`config.mk`:
```
export PLATFORM = sky130hd
export DESIGN_NAME = bcd_counter_2d
export DESIGN_NICKNAME = d
export VERILOG_FILES = /design/src/rtl/bcd_counter_2d.sv
export SDC_FILE = /design/constraint.sdc
export NUM_CORES = 1
export LEC_CHECK = 0
export CORE_MARGIN = 5
export CORE_UTILIZATION = 61
export DETAILED_ROUTE_END_ITERATION = 16
export PLACE_DENSITY = 0.81
export SETUP_SLACK_MARGIN = 0.3
export SLEW_MARGIN = 40
export SYNTH_ARGS = -nofsm -noshare
export SYNTH_HDL_FRONTEND = slang
export SYNTH_SLANG_ARGS = --single-unit
```
`constraint.sdc`:
```
create_clock -name clk -period 6.35 [get_ports clk]
set_input_delay 1.5875 -clock clk [delete_from_list [all_inputs] [get_ports clk]]
set_output_delay 1.5875 -clock clk [all_outputs]
set_load 0.03 [all_outputs]
```
`src/rtl/bcd_counter_2d.sv`:
```
// Two-digit BCD counter with a tick prescaler, a synchronous load and registered outputs.
// Optional macro BCD_DOWN_EN enables down counting through the `up` port; without it the counter is up-only.
module bcd_counter_2d #(
    parameter int unsigned DIV = 50_000_000,
    parameter int unsigned MOD = 100
) (
    input  logic       clk,
    input  logic       rst,
    input  logic       en,
    input  logic       up,
    input  logic       load,
    input  logic [3:0] load_tens,
    input  logic [3:0] load_units,
    output logic [3:0] tens,
    output logic [3:0] units,
    output logic       tick,
    output logic       carry,
    output logic       load_err
);

    localparam logic [31:0] PCNT_LAST = 32'(DIV - 1);
    localparam logic [3:0]  MAX_TENS  = 4'((MOD - 1) / 10);
    localparam logic [3:0]  MAX_UNITS = 4'((MOD - 1) % 10);
    localparam logic [7:0]  MOD_B     = 8'(MOD);

    logic [31:0] pcnt;
    logic        wrap;
    logic [7:0]  load_val;
    logic        load_ok;
    logic        step_up;
    logic [3:0]  nxt_tens;
    logic [3:0]  nxt_units;
    logic        nxt_carry;

    assign wrap     = (pcnt == PCNT_LAST);
    assign load_val = 8'(load_tens) * 8'd10 + 8'(load_units);
    assign load_ok  = (load_tens <= 4'd9) && (load_units <= 4'd9) && (load_val < MOD_B);

`ifdef BCD_DOWN_EN
    assign step_up = up;
`else
    // Up-only build: the direction input is kept on the port but has no load.
    logic unused_up;
    assign unused_up = up;
    assign step_up   = 1'b1;
`endif

    // Digits one step ahead of the current count, in the selected direction.
    always_comb begin
        // NOTE: every output gets a default first so no path leaves it unassigned (no latch).
        nxt_tens  = tens;
        nxt_units = units;
        nxt_carry = 1'b0;
        if (step_up) begin
            if (tens == MAX_TENS && units == MAX_UNITS) begin
                nxt_tens  = 4'd0;
                nxt_units = 4'd0;
                nxt_carry = 1'b1;
            end else if (units == 4'd9) begin
                nxt_units = 4'd0;
                nxt_tens  = tens + 4'd1;
            end else begin
                nxt_units = units + 4'd1;
            end
        end
`ifdef BCD_DOWN_EN
        else begin
            if (tens == 4'd0 && units == 4'd0) begin
                nxt_tens  = MAX_TENS;
                nxt_units = MAX_UNITS;
                nxt_carry = 1'b1;
            end else if (units == 4'd0) begin
                nxt_units = 4'd9;
                nxt_tens  = tens - 4'd1;
            end else begin
                nxt_units = units - 4'd1;
            end
        end
`endif
    end

    // Reset beats load, load beats a prescaler step; pulses default low every cycle.
    always_ff @(posedge clk) begin
        // NOTE: non-blocking assignments so every register samples pre-edge values.
        if (rst) begin
            pcnt     <= '0;
            tens     <= '0;
            units    <= '0;
            tick     <= 1'b0;
            carry    <= 1'b0;
            load_err <= 1'b0;
        end else begin
            tick     <= 1'b0;
            carry    <= 1'b0;
            load_err <= 1'b0;
            if (load) begin
                pcnt <= '0;
                if (load_ok) begin
                    tens  <= load_tens;
                    units <= load_units;
                end else begin
                    load_err <= 1'b1;
                end
            end else if (en) begin
                if (wrap) begin
                    pcnt  <= '0;
                    tens  <= nxt_tens;
                    units <= nxt_units;
                    tick  <= 1'b1;
                    carry <= nxt_carry;
                end else begin
                    pcnt <= pcnt + 32'd1;
                end
            end
        end
    end

endmodule
```
[Word-level counts from Yosys, hierarchy flattened]
Cells that the tools add are included.
Operators by class
  $add $sub $neg: 4
  $mul: 1
  order comparisons: 3
  eq/ne operators: 4
  multiplexer cells: 16
  bitwise operators: 3
  reductions and logical operators: 12
Operators with widths (number)
  $mux 4: 12
  $add 32x1->32 const B: 1
  $eq 32x26->1 const B: 1
  $mux 32: 1
  $add 4x1->4 const B: 2
  $add 8x4->8: 1
  $eq 4x4->1 const B: 2
  $le 4x4->1 const B: 2
  $lt 8x7->1 const B: 1
  $mul 4x3->7 const B: 1
  $reduce_and 4->1: 1
  $reduce_bool 2->1: 2
  $reduce_or 2->1: 2
  $reduce_or 4->1: 1
  $logic_and 1x1->1: 3
  $mux 1: 3
  $not 1->1: 3
  $reduce_and 3->1: 1
  $reduce_bool 3->1: 1
  $reduce_or 3->1: 1
  $ne 2x1->1 const B: 1
Storage, ports and cells
  flip-flop bits (word level): 43
  output and inout port bits: 11

[Longest topological paths before layout]
Gate-level depths: netlist (run 1).
  depth in word-level cells: 6
  mapped depth: 11
  mapped depth without buffers: 10

[Worst setup path before layout (run 1)]
Ideal clock, no wire load.
  kind: input-to-reg
  start point: input port load_tens[1]
  end point: register units[2]
  setup time: 70 ps
  data arrival time: 3818 ps
  required time: 6280 ps
  setup slack: 2462 ps
  cell stages on the path: 10
  buffers on the path: 0
  path through: ha_1 ha_1 inv_1 fa_1 xor2_2 nor3b_1 o311ai_2 a31oi_2 or3b_2 a21oi_1
Between the ends
  word-level cells in the longest chain between the ends: 6
  elaborated cells between the ends (all ways): 8
  classes of those cells: add/sub: 1; mul: 1; order compare: 2; eq/ne: 1; reduce/logical: 3
Ends and longest elaborated chain
  from (decl): RTL line 12  | input logic [3:0] load_tens,
  $mul 4x3->7: RTL line 36  | assign load_val = 8'(load_tens) * 8'd10 + 8'(load_units);
  $add 8x4->8: RTL line 36
  $lt 8x7->1: RTL line 37  | assign load_ok = (load_tens <= 4'd9) && (load_units <= 4'd9) && (load_val < MOD_B);
  $logic_and 1x1->1 (*): RTL line 37
  $ne 2x1->1 (no source line) (*)
  $reduce_and 3->1 (no source line) (*)
  to (signal assigned): RTL line 100  | units <= load_units;
  to (signal assigned): RTL line 108  | units <= nxt_units;
  to (decl): RTL line 15  | output logic [3:0] units,
Mark *: on every way between the ends. The rest lies on a longest branch, timed or not.
A chain may end at the register's enable or synchronous reset.

[Final worst setup path (run 1)]
  start point: input port load_tens[1]
  end point: register units[0]
Same word-level chain as after synthesis.

==> reports/results.ini, run 1 <==
[clocking]
holdBufCountCts=0
post_cts_buffers=0
clkLatencyLatePin_ns=0.30
cts_tree=yes
cts_root_buf=clkbuf_8
clock_sinks=43
clockBufferDepth=2
cts_max_level=2
post_cts_resized=0
path_clk_slew_ns=0.09
numCtsBuffers=5

[sta]
max_slew_margin_pct=55.0
final-max-slew-violation-count=0
fin_skew_ns=0.00986
fin_tns_setup_ns=0
tightest_slew_ns=0.673
final-setup-viol-count=0
grt_setup_unrepaired=false
fmax_ghz=0.218
fin_crit_sh_pct=72.1
hold_viol_final=0
worst_slack_ns=1.77
min_period_ns=4.58
timing.hold.ws_ns=0.507

[placement]
dpl.cell_count=351
dpl_cell_area_sq_mm=0.00270
dp_hpwl_um=3530
place.gp.congestion=0.899
dpl_worst_slack_ns=1.46
io_buffers=22

[outcome]
status=finished, final reports clean

[setup_path]
crit_path_frequent_cell=ha_1
cp_num_buf_inv=2
crit_path_top_delay_cell=a31oi_2
critPathLaunchType=input port
worstPathRequired_ns=6.55
crit_path_end_kind=flip-flop
cp_top_family=compound AO/OA/AOI/OAI gates
cp.arrival_ns=4.78
path_cells=clkdlybuf4s50_1 > ha_1 > ha_1 > inv_1 > fa_1 > xor2_2 > nor3b_1 > o311ai_2 > a31oi_2 > a21oi_1 > a311oi_1
cpPeakStageDelay_ns=0.60
path_class=in2reg
crit_fanout=15

[die]
die_y_um=74.2
start_util_pct=62.8
ios=24
die_width_um=74.2
die_area_sq_mm=0.00550
coreArea_sq_mm=0.00400
core.rowCount=23

[global_route]
track_usage_pct=18.7
first_global_vias=1868
grt_max_degree=33
grt_pass1_wl_um=8200
grt-ovfl-total=0
antenna_found_initial=0

[layout]
antennaDiodeCount=0
final_common_cell=dfxtp_1
post_layout_nonfiller_instances=359
fin_util_pct=69.8
layout_common_cells=dfxtp_1 (43), nor2_1 (34), clkdlybuf4s50_1 (22), nand2_1 (21), xor2_1 (18)
design_area_sq_mm=0.00279
layout.nets=332
layout-drive-gt1-share_pct=8.41
syn_to_final_growth_pct=11.2

[yosys]
syn_avg_cell_area_sq_um=8.63
yosys_most_used_dff=dfxtp_1
muxShareOfSynthArea_pct=0.797
yosys.area_share.simple_pct=30.6
synth_warnings=0
synth_edf_count=0
syn_nets=315
yosys.area_share.adder_pct=6.08
yosys.area.top_type_share_pct=34.3
syn_inst=291
synth_area_leaders=dfxtp_1 (34%), xor2_1 (6.3%), nor2_1 (5.1%)
ys_ff_latch=43
netlist_area_sq_mm=0.00251
synth_async_sr_flop_share_pct=0
ys_types=56
yosysSeqAreaShare_pct=34.3
synth-compound-area-share_pct=12.4
synth_top_family_by_area=simple AND/OR/NAND/NOR gates
synth-xor-area-share_pct=10.8
yosys.area.top_type=dfxtp_1

[power]
p_leak_nw=0.937
power_density_mw_per_mm2=195
ir_drop_mv=0.184
p_total_mw=0.546

[run]
drv_cap=0

[detailed_routing]
ant_nets=0
vias_per_cell=5.71
drt_wl_total_um=4690
num_vias=2050
drtIter0Drc=60
drtPass1Iterations=6
drc=0
wl_per_cell_um=13.1

[min_path]
hold_path.class=reg2reg

path summary, 6_finish.rpt:
kind	slack [ns]	from	end	cells after the start
min reg2reg	0.51	pcnt[29]	pcnt[29]	2
max	1.77	load_tens[1]	units[0]	11
max reg2reg	4.07	pcnt[16]	tens[1]	6
min	0.51	pcnt[29]	pcnt[29]	2
logic make-up (layout without fill, tap and decap cells):
family / Yosys count / after routing
muxes: 2 / 2
and+or+nand+nor: 138 / 138
buffers and inverters: 21 / 39
AOI/OAI and AO/OA: 46 / 46
DFF: 43 / 43
xor gates and xnor gates: 30 / 30
adders and majority gates: 11 / 11
state kept, by name, summed over array words and instances, names as in the netlist:
signal    cells
tick          1
units         4
load_err      1
carry         1
pcnt         32
tens          4
area by class of cell:
type / instances / area [sq um]
clock inverter: 3 / 23.8
fill: 344 / 1210
inverter: 9 / 33.8
multi-input combinational: 227 / 1520
timing repair buffer: 22 / 220
clock buffer: 5 / 68.8
tap: 50 / 62.6
sequential: 43 / 861
power breakdown:
group | switching, mW | total (mW) | internal [mW]
clock | 0.100 | 0.179 | 0.0786
sequential | 0.00593 | 0.280 | 0.274
combinational | 0.0483 | 0.0870 | 0.0387
worst min-delay path: stages (launching register included):
cell and delay (ns):
dfxtp_1 0.34, o21ai_0 0.08, a21oi_1 0.06
metal layers:
layer,share of wire (%),global-route usage (%)
met5,0,0
met4,0.90,4.83
met3,3.5,4.46
met2,46,30.6
met1,49,24.8
cell usage after synthesis, types with 2 or more instances:
library cell  number
or2_2              2
o21ai_0           15
a22oi_1            2
buf_2              2
nor3b_2            4
xor2_1            18
nor2_1            34
nor4_1             2
a21oi_1           12
nor3_1            13
a21o_1             2
nand3_1           15
nand4_1            8
or4_1              2
buf_6              4
o221ai_1           2
inv_1              9
and2_1             2
xnor2_1           11
ha_1               9
mux2i_1            2
and4_1             4
o41ai_1            2
nand2b_1           3
clkbuf_1           4
dfxtp_1           43
nor3b_1            4
nor2b_1            3
or3_1              8
fa_1               2
nand2_1           21
and3_1             3
(Power assumes the default switching activity.)
==> inputs of run 2 (changes only) <==
- CORE_UTILIZATION: 61 -> 51
- PLACE_DENSITY: 0.81 -> 0.72
- clock period: 6.35 -> 3.8 ns (I/O delays scaled with it)
==> reports/results.ini, run 2 (synthesis gave the netlist of run 1 again) <==
[outcome]
status=finished, final reports clean  ; unchanged

[sta]
fin_crit_sh_pct=90.1
fmax_ghz=0.292
final-setup-viol-count=0  ; unchanged
max_slew_margin_pct=59.8  ; was 55.0%
timing.hold.ws_ns=0.510  ; was 0.507 ns
final-max-slew-violation-count=0  ; unchanged
grt_setup_unrepaired=false  ; unchanged
fin_skew_ns=0.00419  ; was 0.00986 ns
hold_viol_final=0  ; unchanged
tightest_slew_ns=0.601  ; was 0.673 ns
min_period_ns=3.42

[layout]
antennaDiodeCount=0  ; unchanged
largest-register=pcnt  ; unchanged
layout.nets=351  ; was 332
fillCellCount=427  ; was 344
layout-drive-gt1-share_pct=16.2  ; was 8.41%
reg_top3=pcnt: 32 flops, tens: 4 flops, units: 4 flops  ; unchanged
multi_input_area_sq_mm=0.00162  ; was 0.00152 sq mm
syn_to_final_growth_pct=21.2  ; was 11.2%
seqCellArea_sq_um=861  ; unchanged
final_common_cell=dfxtp_1  ; unchanged
layout_common_cells=dfxtp_1 (43), nor2_1 (34), nand2_1 (21), xor2_1 (18), clkdlybuf4s50_1 (18)  ; was dfxtp_1 (43), nor2_1 (34), clkdlybuf4s50_1 (22), nand2_1 (21), xor2_1 (18)
largest_reg_flops=32  ; unchanged
fin_util_pct=64.0  ; was 69.8%

[die]
die_width_um=80.2  ; was 74.2 um
die_y_um=80.2  ; was 74.2 um
core.rowCount=25  ; was 23
die_area_sq_mm=0.00643  ; was 0.00550 sq mm
coreArea_sq_mm=0.00475  ; was 0.00400 sq mm
ios=24  ; unchanged
start_util_pct=52.8  ; was 62.8%

[power]
ir_drop_mv=0.240  ; was 0.184 mV
p_total_mw=0.933  ; was 0.546 mW
power_density_mw_per_mm2=307  ; was 195 mW/mm^2
p_leak_nw=1.08  ; was 0.937 nW

[clocking]
cts_max_level=2  ; unchanged
clkLatencyLatePin_ns=0.29  ; was 0.30 ns
clock_sinks=43  ; unchanged
holdBufCountCts=0  ; unchanged
cts_root_buf=clkbuf_8  ; unchanged
clockBufferDepth=2  ; unchanged
path_clk_slew_ns=0.08  ; was 0.09 ns
cts_tree=yes  ; unchanged
numCtsBuffers=5  ; unchanged

[run]
drv_cap=0  ; unchanged

[setup_path]
crit_path_end_kind=flip-flop  ; unchanged
r2r_end=tens[1]  ; unchanged
worstReg2RegStart=pcnt[16]  ; unchanged
crit_fanout=5  ; was 15
path_class=in2reg  ; unchanged
cp.arrival_ns=3.58  ; was 4.78 ns
r2r_cells=6  ; unchanged
rrSetupSlack_ns=1.54  ; was 4.07 ns
critPathLaunchType=input port  ; unchanged
worstPathRequired_ns=3.96  ; was 6.55 ns

[detailed_routing]
drc=0  ; unchanged
drtPass1Iterations=4  ; was 6
drt_wl_total_um=5220  ; was 4690 um
drtIter0Drc=117  ; was 60
vias_per_cell=5.56  ; was 5.71
ant_nets=0  ; unchanged
wl_per_cell_um=13.2  ; was 13.1 um
num_vias=2197  ; was 2,050

[min_path]
hold_path.class=reg2reg  ; unchanged
hold_depth=2  ; unchanged
hold_start=pcnt[29]  ; unchanged
hold_end=pcnt[29]  ; unchanged

[global_route]
grt_max_degree=33  ; unchanged
antenna_found_initial=0  ; unchanged
first_global_vias=2046  ; was 1,868
grt-ovfl-total=0  ; unchanged
track_usage_pct=17.3  ; was 18.7%
grt_pass1_wl_um=9040  ; was 8200 um

[placement]
place.gp.congestion=0.889  ; was 0.899
io_buffers=22  ; unchanged
dp_hpwl_um=3660  ; was 3530 um

## run 2: changes by cell type in the layout (fill, tap and decap cells not counted), sizes merged
| cell | before | now |
|---|---|---|
| clkbuf | 5 | 7 |
| clkinvlp | 2 | 0 |
| inv | 10 | 9 |
| clkdlybuf4s50 | 22 | 18 |
| a31oi | 2 | 3 |
| buf | 0 | 18 |
| clkinv | 0 | 1 |
| dlymetal6s2s | 0 | 4 |
## run 2: critical path, stage by stage
cell,delay [ns]
clkdlybuf4s50_1,0.43
and2_1,0.18
fa_1,0.43
a21oi_1,0.35
nor3b_2,0.29
o311ai_2,0.10
buf_4,0.18
a31oi_4,0.27
buf_6,0.14
o221ai_1,0.11
nor3b_2,0.16
## run 2: per-layer routing
metal	share of wire, %	vias to the layer above	track usage, %
met5	0	-	0
met4	1.1	0	5.07
met3	4.3	8	4.26
met2	48	45	29.3
met1	47	1033	21.7
li1	-	1111	-
## run 2: cell type report
class | instances | area share (%)
multi-input cells | 228 | 53.1
well taps | 67 | 2.75
flip-flops and latches | 43 | 28.3
clock buffers | 7 | 2.51
inverters | 9 | 1.11
clock inverters | 1 | 0.164
repair buffers | 40 | 12.1
## run 2: what timing repair did
item | CTS | global route
setup endpoints to repair | 8 | 8
buffers inserted | 5 | 0
gates resized for setup | 3 | 19
cloned | 1 | 0
pin swaps | 2 | 7
## run 2: where the power goes
| part | switching, mW | total (mW) | internal [mW] |
|---|---|---|---|
| Combinational | 0.0997 | 0.190 | 0.0900 |
| Clock | 0.147 | 0.276 | 0.129 |
| Sequential | 0.0101 | 0.468 | 0.458 |
## run 2: how the worst max path moves through the flow
stage                  start       end  slack (ns)
6_report       load_units[1]   tens[1]        0.38
5_1_grt        load_units[1]   tens[1]        0.24
4_1_cts         load_tens[1]   tens[1]        0.29
3_5_place_dp    load_tens[1]  units[2]       -0.24
3_3_place_gp    load_tens[3]  units[2]       -0.21
2_1_floorplan   load_tens[1]  units[2]        0.55
## run 2: through the flow
| stage | std cells | worst slack (ns) | cell area [sq um] | TNS [ns] |
|---|---|---|---|---|
| after floorplan | 291 | 0.550 | 2510 | 0 |
| after global placement | 381 | -0.209 | 2820 | -1.19 |
| after detailed placement | 381 | -0.240 | 2820 | -1.56 |
| after global routing | 395 | 0.237 | 3040 | 0 |
| final | 395 | 0.377 | 3040 | 0 |
| after CTS | 395 | 0.288 | 2970 | 0 |
==> inputs of run 3 (changes only) <==
- clock period: 3.8 -> 2.8 ns (I/O delays scaled with it)
==> reports/results.ini, run 3 (synthesis gave the netlist of run 1 again) <==
[outcome]
status=finished, final reports clean  ; unchanged

[sta]
fmax_ghz=0.359
min_period_ns=2.78
max_slew_margin_pct=66.4  ; was 59.8%
timing.hold.ws_ns=0.520  ; was 0.510 ns
final-setup-viol-count=0  ; unchanged
final-max-slew-violation-count=0  ; unchanged
fin_crit_sh_pct=99.5
hold_viol_final=0  ; unchanged
fin_tns_setup_ns=0  ; unchanged
tightest_slew_ns=0.503  ; was 0.601 ns
fin_skew_ns=0.00420  ; was 0.00419 ns
grt_setup_unrepaired=true  ; was false

[setup_path]
crit_path_frequent_cell=ha_4  ; was nor3b_2
crit_fanout=4  ; was 5
critPathLaunchType=input port  ; unchanged
cp.arrival_ns=3.01  ; was 3.58 ns
cpPeakStageDelay_ns=0.47  ; was 0.43 ns
path_class=in2reg  ; unchanged
cp_top_family=adder cells  ; was compound AO/OA/AOI/OAI gates
worstPathRequired_ns=3.03  ; was 3.96 ns
cp_num_buf_inv=2  ; was 3
crit_path_top_delay_cell=fa_2  ; was clkdlybuf4s50_1
crit_path_end_kind=flip-flop  ; unchanged
path_cells=buf_8 > ha_4 > ha_4 > inv_2 > fa_2 > nor3b_4 > o311ai_4 > a31oi_4 > or3b_4 > a21oi_2  ; was clkdlybuf4s50_1 > and2_1 > fa_1 > a21oi_1 > nor3b_2 > o311ai_2 > buf_4 > a31oi_4 > buf_6 > o221ai_1 > nor3b_2

[detailed_routing]
vias_per_cell=5.66  ; was 5.56
num_vias=2296  ; was 2,197
drtPass1Iterations=5  ; was 4
drc=0  ; unchanged
drt_wl_total_um=6040  ; was 5220 um
drtIter0Drc=83  ; was 117
ant_nets=0  ; unchanged
wl_per_cell_um=14.9  ; was 13.2 um

[layout]
fin_util_pct=71.0  ; was 64.0%
design_area_sq_mm=0.00337  ; was 0.00304 sq mm
layout_common_cells=dfxtp_1 (43), nor2_1 (34), buf_4 (23), nand2_1 (21), xor2_1 (17)  ; was dfxtp_1 (43), nor2_1 (34), nand2_1 (21), xor2_1 (18), clkdlybuf4s50_1 (18)
largest-register=pcnt  ; unchanged
reg_top3=pcnt: 32 flops, tens: 4 flops, units: 4 flops  ; unchanged
final_common_cell=dfxtp_1  ; unchanged
syn_to_final_growth_pct=34.3  ; was 21.2%
layout-drive-gt1-share_pct=26.8  ; was 16.2%
layout.nets=363  ; was 351
largest_reg_flops=32  ; unchanged
antennaDiodeCount=0  ; unchanged

[clocking]
holdBufCountCts=0  ; unchanged
clkLatencyLatePin_ns=0.29  ; about the same
cts_root_buf=clkbuf_8  ; unchanged
cts_max_level=2  ; unchanged
numCtsBuffers=5  ; unchanged
clock_sinks=43  ; unchanged
clockBufferDepth=2  ; unchanged
path_clk_slew_ns=0.08  ; about the same
cts_tree=yes  ; unchanged

[placement]
dp_hpwl_um=4060  ; was 3660 um
dpl_cell_area_sq_mm=0.00305  ; was 0.00282 sq mm
place.gp.congestion=0.843  ; was 0.889
io_buffers=22  ; unchanged

[die]
die_area_sq_mm=0.00643  ; unchanged
die_width_um=80.2  ; unchanged
coreArea_sq_mm=0.00475  ; unchanged
ios=24  ; unchanged
core.rowCount=25  ; unchanged
die_y_um=80.2  ; unchanged
start_util_pct=52.8  ; unchanged

[global_route]
first_global_vias=2313  ; was 2,046
grt_pass1_wl_um=10500  ; was 9040 um
grt-busiest-layer=met2  ; unchanged
antenna_found_initial=0  ; unchanged
track_usage_pct=20.5  ; was 17.3%
grt-ovfl-total=0  ; unchanged
grt_max_degree=33  ; unchanged
met2_usage_pct=36.2  ; was 29.3%
grt.met3_usage_pct=3.81  ; was 4.26%
use_met1_pct=24.6  ; was 21.7%

[power]
power.switching_mw=0.389  ; was 0.257 mW
internal_power_mw=1.05  ; was 0.677 mW
pwr-share-comb_pct=23.3  ; was 20.3%
clkPwrFrac_pct=32.3  ; was 29.5%
power_density_mw_per_mm2=426  ; was 307 mW/mm^2
seqPwrFrac_pct=44.4  ; was 50.1%
netSwitchingFraction_pct=27.1  ; was 27.5%
p_leak_nw=1.18  ; was 1.08 nW
ir_drop_mv=0.283  ; was 0.240 mV

[run]
drv_cap=0  ; unchanged

[min_path]
hold_path.class=reg2reg  ; unchanged

[run 3: worst paths after layout]
kind	from	endpoint	slack, ns	depth (start not counted)
worst min-delay path	pcnt[18]	pcnt[18]	0.52	2
worst max register to register	pcnt[16]	tens[0]	0.66	6
worst max-delay path	load_tens[3]	units[2]	0.02	10
worst min register to register	pcnt[18]	pcnt[18]	0.52	2
[run 3: cell type report]
| type | instances | area [sq um] |
|---|---|---|
| Sequential cell | 43 | 861 |
| Multi-Input combinational cell | 228 | 1820 |
| Inverter | 9 | 33.8 |
| Fill cell | 368 | 1380 |
| Tap cell | 67 | 83.8 |
| Timing Repair Buffer | 52 | 474 |
| Clock buffer | 6 | 72.6 |
| Clock inverter | 1 | 30.0 |
[run 3: stage by stage]
stage,cells,setup slack (ns),total power [mW]
4_1_cts,405,0.0702,1.44
6_report,406,0.0154,1.44
5_1_grt,406,-0.0399,1.50
2_1_floorplan,291,-0.0335,0.819
3_5_place_dp,394,-0.704,0.909
3_3_place_gp,394,-0.683,0.903
[run 3: power by group through the flow]
stage	Combinational [mW]	Sequential, mW	Clock (mW)
floorplan	0.153	0.665	0
global placement	0.251	0.652	0
detailed placement	0.257	0.653	0
CTS	0.324	0.638	0.480
global route	0.359	0.640	0.502
finish	0.335	0.638	0.464
[run 3: worst min-delay path: stages, from the launching register on]
cell	delay, ns
dfxtp_1	0.34
o21ai_0	0.08
a21oi_1	0.06
[run 3: timing repair]
| item | CTS | global route |
|---|---|---|
| endpoints found under the setup margin | 9 | 12 |
| pin swaps | 20 | 5 |
| cloned | 1 | 0 |
| buffers inserted | 3 | 1 |
| resized for setup | 51 | 7 |
[run 3: metal layers]
layer | vias to the layer above | wire length, um
li1 | 1136 | -
met1 | 1087 | 2540
met2 | 60 | 3120
met3 | 13 | 245
met4 | 0 | 136
met5 | - | 0
